`config.mk`:
```
export PLATFORM = sky130hd
export DESIGN_NAME = sha256_id_issuer
export DESIGN_NICKNAME = d
export VERILOG_FILES = /design/src/rtl/sha256_id_pkg.sv /design/src/rtl/rr_arbiter.sv /design/src/rtl/sha256_id_issuer.sv
export SDC_FILE = /design/constraint.sdc
export NUM_CORES = 1
export LEC_CHECK = 0
export ABC_CLOCK_PERIOD_IN_PS = 2500
export BUFFER_PORTS_ARGS = -buffer_cell sky130_fd_sc_hd__buf_2
export CAP_MARGIN = 0
export CORE_ASPECT_RATIO = 1.4
export CORE_MARGIN = 5
export CORE_UTILIZATION = 45
export CTS_CLUSTER_SIZE = 12
export DETAILED_ROUTE_END_ITERATION = 7
export PLACE_DENSITY = 0.82
export SLEW_MARGIN = 20
export SYNTH_ARGS = -nofsm -noshare
export SYNTH_HDL_FRONTEND = slang
export SYNTH_SLANG_ARGS = --single-unit
export TNS_END_PERCENT = 1
```
`constraint.sdc`:
```
create_clock -name clk -period 2.5 [get_ports clk]
set_clock_uncertainty 0.1 [all_clocks]
set_input_delay 0.5 -clock clk [delete_from_list [all_inputs] [get_ports clk]]
set_output_delay 0.5 -clock clk [all_outputs]
set_load 0.05 [all_outputs]
```
`src/rtl/sha256_id_pkg.sv`:
```
// sha256_id_pkg: shared types and defaults for the SHA-256 ID issuer and ID buffer
package sha256_id_pkg;
   localparam int ID_DATA_W_DEF = 6;
   typedef enum logic {IDLE, PUSH} state_t;
endpackage

```
`src/rtl/rr_arbiter.sv`:
```
// rr_arbiter: combinational round-robin pick, highest priority at ptr
module rr_arbiter #(
   parameter int NUM_REQ = 2,
   parameter int IDX_W = $clog2(NUM_REQ)
) (
   input  logic [NUM_REQ-1:0] req,
   input  logic [IDX_W-1:0]   ptr,
   output logic [NUM_REQ-1:0] gnt,
   output logic [IDX_W-1:0]   idx,
   output logic               any
);
   logic [2*NUM_REQ-1:0] rot;
   always_comb begin
      rot = {req, req} >> ptr;
      idx = '0;
      for (int i = NUM_REQ - 1; i >= 0; i--)
         if (rot[i]) idx = IDX_W'((int'(ptr) + i) % NUM_REQ);
      any = |req;
      gnt = any ? (NUM_REQ'(1) << idx) : '0;
   end
endmodule

```
`src/rtl/sha256_id_issuer.sv`:
```
// sha256_id_issuer: round-robin ID allocator pushing IDs into the SHA-256 ID buffer
module sha256_id_issuer
   import sha256_id_pkg::*;
#(
   parameter int ID_DATA_W = ID_DATA_W_DEF,
   parameter int NUM_REQ = 2,
   parameter int MAX_OUTSTANDING = 4,
   parameter int CNT_W = $clog2(MAX_OUTSTANDING + 1)
) (
   input  logic                 clk,
   input  logic                 sync_rst,
   input  logic                 en,
   input  logic [NUM_REQ-1:0]   req_valid,
   input  logic [NUM_REQ-1:0]   req_last,
   output logic [NUM_REQ-1:0]   req_ready,
   output logic [ID_DATA_W-1:0] req_id,
   output logic [ID_DATA_W-1:0] buf_id,
   output logic                 buf_id_last,
   output logic                 buf_id_valid,
   input  logic                 buf_id_ready,
   input  logic                 retire,
   output logic [CNT_W-1:0]     status_outstanding,
   output logic [ID_DATA_W-1:0] status_next_id,
   output logic                 err_underflow
);
   localparam int IDX_W = $clog2(NUM_REQ);
   state_t state, state_nx;
   logic [NUM_REQ-1:0] gnt, win_gnt;
   logic [IDX_W-1:0] rr_ptr, gnt_idx, win_idx;
   logic any, grant, hs, drop;
   logic [CNT_W-1:0] outstanding;
   logic [ID_DATA_W-1:0] next_id;

   rr_arbiter #(.NUM_REQ(NUM_REQ), .IDX_W(IDX_W)) u_arb (
      .req(req_valid),
      .ptr(rr_ptr),
      .gnt(gnt),
      .idx(gnt_idx),
      .any(any)
   );

   // the cap uses the registered count, so a retire frees its slot one cycle later
   assign grant = en && state == IDLE && any && outstanding < CNT_W'(MAX_OUTSTANDING);
   assign hs = en && state == PUSH && buf_id_ready;
   assign drop = en && retire && outstanding != '0;

   always_ff @(posedge clk)
      state <= sync_rst ? IDLE : state_nx;

   always_comb
      state_nx = grant ? PUSH : hs ? IDLE : state;

   always_ff @(posedge clk) begin
      if (sync_rst) begin
         win_gnt <= '0;
         win_idx <= '0;
         rr_ptr <= '0;
         buf_id <= '0;
         buf_id_last <= 1'b0;
         next_id <= '0;
         outstanding <= '0;
         err_underflow <= 1'b0;
      end else if (en) begin
         if (grant) begin
            win_gnt <= gnt;
            win_idx <= gnt_idx;
            buf_id <= next_id;
            buf_id_last <= req_last[gnt_idx];
         end
         if (hs) begin
            next_id <= next_id + 1'b1;
            rr_ptr <= win_idx == IDX_W'(NUM_REQ - 1) ? '0 : win_idx + 1'b1;
         end
         outstanding <= outstanding + CNT_W'(hs) - CNT_W'(drop);
         if (retire && outstanding == '0) err_underflow <= 1'b1;
      end
   end

   assign buf_id_valid = state == PUSH;
   assign req_ready = hs ? win_gnt : '0;
   assign req_id = buf_id;
   assign status_outstanding = outstanding;
   assign status_next_id = next_id;
endmodule

```
==> results.sh <==
export IMPL_fin_crit_sh_pct=93.14
export IMPL_cp_max_fo=6
export IMPL_grt_max_degree=30
export IMPL_diodes=0
export IMPL_routed_wl_um=2183
export IMPL_num_rows=21
export IMPL_p_leak_nw=0.6014
export IMPL_cp_cell_sequence="nor3_1 > nor2_1 > ha_1 > inv_1 > ha_1 > fa_1 > xnor2_1 > a21oi_1 > a31o_2"
export IMPL_grt_pass1_wl_um=3519
export IMPL_status="finished, final reports clean"
export IMPL_power_switching_uw=174.9
export IMPL_cp_slowest_cell="dfxtp_1"
export IMPL_overflow=0
export IMPL_grt_pass1_vias=853
export IMPL_drv_cap=0
export IMPL_path_buf_inv=1
export IMPL_min_delay_path_depth=2
export IMPL_synthesis_nets=133
export IMPL_syn_area_mm2=0.001082
export IMPL_hold_path_class="flop to flop"
export IMPL_area_growth_pct=17.57
export IMPL_htree_levels=1
export IMPL_ios=35
export IMPL_fp_dieArea_mm2=0.003500
export IMPL_endpoint_kind="flop"
export IMPL_setup_violations=0
export IMPL_vias_per_cell=5.474
export IMPL_clock_latency_ns=0.30
export IMPL_slew_viol_final=0
export IMPL_dp_hpwl_um=1707
export IMPL_path_delay_family="adder cells"
export IMPL_fmax_mhz=429.5
export IMPL_worst_path_most_repeated_cell="ha_1"
export IMPL_crit_path_start_kind="flop"
export IMPL_slew_headroom_pct=71.73
export IMPL_synth_ff_latch_count=22
export IMPL_final_nets=164
export IMPL_combPwrFrac_pct=15.9
export IMPL_p_seq_share_pct=55.8
export IMPL_port_buffers=34
export IMPL_vdd_drop_max_v=0.0003010
export IMPL_hold_viol=0
export IMPL_cp_arrival_ns=2.43
export IMPL_synthCells=120
export IMPL_reg2reg_from="status_outstanding[2]"
export IMPL_cts_tree="built"
export IMPL_synth_area_leaders="dfxtp_1 (41%), nand2b_1 (8.7%), mux2i_1 (8.3%)"
export IMPL_p_clk_share_pct=28.3
export IMPL_wl_per_cell_um=12.62
export IMPL_core_area_mm2=0.002338
export IMPL_yosysWarnings=0
export IMPL_holdBufCountCts=0
export IMPL_r2r_cells=9
export IMPL_switching_share_pct=26.33
export IMPL_drc=0
export IMPL_hp_start="win_idx"
export IMPL_r2r_slack_ns=0.17
export IMPL_cts_buffers_inserted=3
export IMPL_vias=947
export IMPL_ant_nets=0
export IMPL_fin_setup_tns_ns=0
export IMPL_fin_crit_ns=2.328
export IMPL_yosysSeqAreaShare_pct=40.69
export IMPL_gr_usage_all_layers_pct=13.24
export IMPL_cellPowerDensity_mw_per_mm2=522.0
export IMPL_drt_iter0_markers=25
export IMPL_clockBufferDepth=2
export IMPL_cts_root_buf="clkbuf_4"
export IMPL_antenna_found_initial=0
export IMPL_drtPass1Iterations=4
export IMPL_clock_sinks=22
export IMPL_rsz0062_at_grt="false"
export IMPL_ys_types=36
export IMPL_reg2reg_to="status_outstanding[2]"
export IMPL_post_cts_resized=0
export IMPL_criticalPathCategory="flop to flop"
export IMPL_synth_top_area_cell="dfxtp_1"
export IMPL_design_area_mm2=0.001272
export IMPL_clkSlewWorstSetupHoldPaths_ns=0.11
export IMPL_critPathMaxStageDelay_ns=0.38
export IMPL_die_h_um=68.03
export IMPL_die_w_um=51.45
export IMPL_critPathRequiredTime_ns=2.60
export IMPL_yosysTopAreaCellShare_pct=40.69
export IMPL_post_route_cells_drive_above_1_share_pct=31.33
export IMPL_internal_power_uw=489.3
export IMPL_hold_end="win_idx"
export IMPL_dpl_cell_area_mm2=0.001236
export IMPL_cts_setup_buffers=0
export IMPL_tightest_slew_ns=0.4240
export IMPL_syn_avg_cell_area_um2=9.019
export IMPL_gp_congestion=0.7645
export IMPL_start_util_pct=46.28
-- worst max path at each step --
stage,start,endpoint,slack [ns],cells after the start
detailed placement,buf_id_ready,status_outstanding[2],0.05,10
global placement,buf_id_ready,status_outstanding[2],0.16,10
floorplan,buf_id_valid,status_outstanding[2],0.10,10
CTS,status_outstanding[2],status_outstanding[2],0.18,9
finish,status_outstanding[2],status_outstanding[2],0.17,9
global route,status_outstanding[2],status_outstanding[2],0.05,9
-- Yosys cell counts --
master     count
o21a_1         1
nand3_1        2
inv_2          1
xnor2_1        2
a21bo_2        1
and3_1         1
or2_2          1
buf_2          1
nand4_1        2
a21oi_1        9
a221oi_1       1
or4_1          1
ha_1           3
dfxtp_1       22
nor2b_1        2
and2_1         2
clkbuf_1       3
nor3_1         1
fa_1           1
mux2i_1        9
xor2_1         1
inv_1          4
or3_1          1
nand2_1       10
nor2_1         7
nand4bb_1      1
nand2b_1      15
a31o_2         1
o21ai_0        1
buf_4          7
o2bb2ai_1      1
nor3b_2        1
a31oi_1        1
nand3b_1       1
o21ai_1        1
o31ai_1        1
-- cells by family after synthesis --
kind of cell,after synthesis,synth area share (%)
muxes,9,8.324
xor gates and xnor gates,3,2.428
adders and majority gates,4,5.318
DFF,22,40.69
buffers and inverters,16,8.091
AOI/OAI and AO/OA,18,10.40
and+or+nand+nor,48,24.74
-- per-layer routing --
layer	routed length, µm	up-vias	GRT usage (%)
li1	-	461	-
met1	884	450	14.34
met2	1133	34	24.52
met3	145	2	1.961
met4	20	0	6.885
met5	0	-	0
-- final cells by class --
class / instances / area (µm²)
flip-flops and latches: 22 / 441.7
fillers: 228 / 1066
repair buffers: 37 / 192.7
clock buffers: 4 / 36.28
inverters: 5 / 18.77
well taps: 23 / 28.78
multi-input cells: 82 / 554.3
-- power groups by stage --
stage	Sequential [mW]	Combinational [mW]	Clock (mW)
after floorplan	0.403	0.0533	0
after global placement	0.379	0.103	0
after detailed placement	0.379	0.106	0
after CTS	0.371	0.106	0.194
after global routing	0.373	0.114	0.212
final	0.371	0.105	0.188
-- sequential cells by signal, summed over array words and instances (netlist names) --
| name | flops |
|---|---|
| status_next_id | 6 |
| err_underflow | 1 |
| rr_ptr | 1 |
| buf_id_last | 1 |
| win_idx | 1 |
| win_gnt | 2 |
| buf_id | 6 |
| status_outstanding | 3 |
| buf_id_valid | 1 |
-- worst register-to-register path, stage by stage, from the launching register on --
cell and delay (ns):
dfxtp_1 0.38, nor3_1 0.25, nor2_1 0.09, ha_1 0.28, inv_1 0.04, ha_1 0.19, fa_1 0.38, xnor2_1 0.22
a21oi_1 0.11, a31o_2 0.21
-- metrics by stage --
step / total power [mW] / worst slack (ns) / cells / util (%) / hold slack, ns
6_report: 0.6642 / 0.1715 / 173 / 54.41 / 0.3664
3_3_place_gp: 0.4814 / 0.1567 / 169 / 52.86 / 0.3428
4_1_cts: 0.6721 / 0.1759 / 173 / 54.41 / 0.3659
5_1_grt: 0.6995 / 0.04625 / 173 / 54.41 / 0.3708
2_1_floorplan: 0.4561 / 0.1011 / 120 / - / 0.3312
3_5_place_dp: 0.4848 / 0.05389 / 169 / 52.86 / 0.3484
-- placed cells by master, fill, tap and decap left out, types with 2 or more instances in the layout --
cell type,n
buf_2,34
mux2i_1,9
buf_4,3
dfxtp_1,21
nor2_1,7
clkbuf_4,3
ha_1,3
a21oi_1,9
inv_1,4
xnor2_1,2
nand2_1,10
nor2b_1,2
nand2b_1,15
and2_1,2
nand4_1,2
nand3_1,2
(Power assumes the default switching activity.)
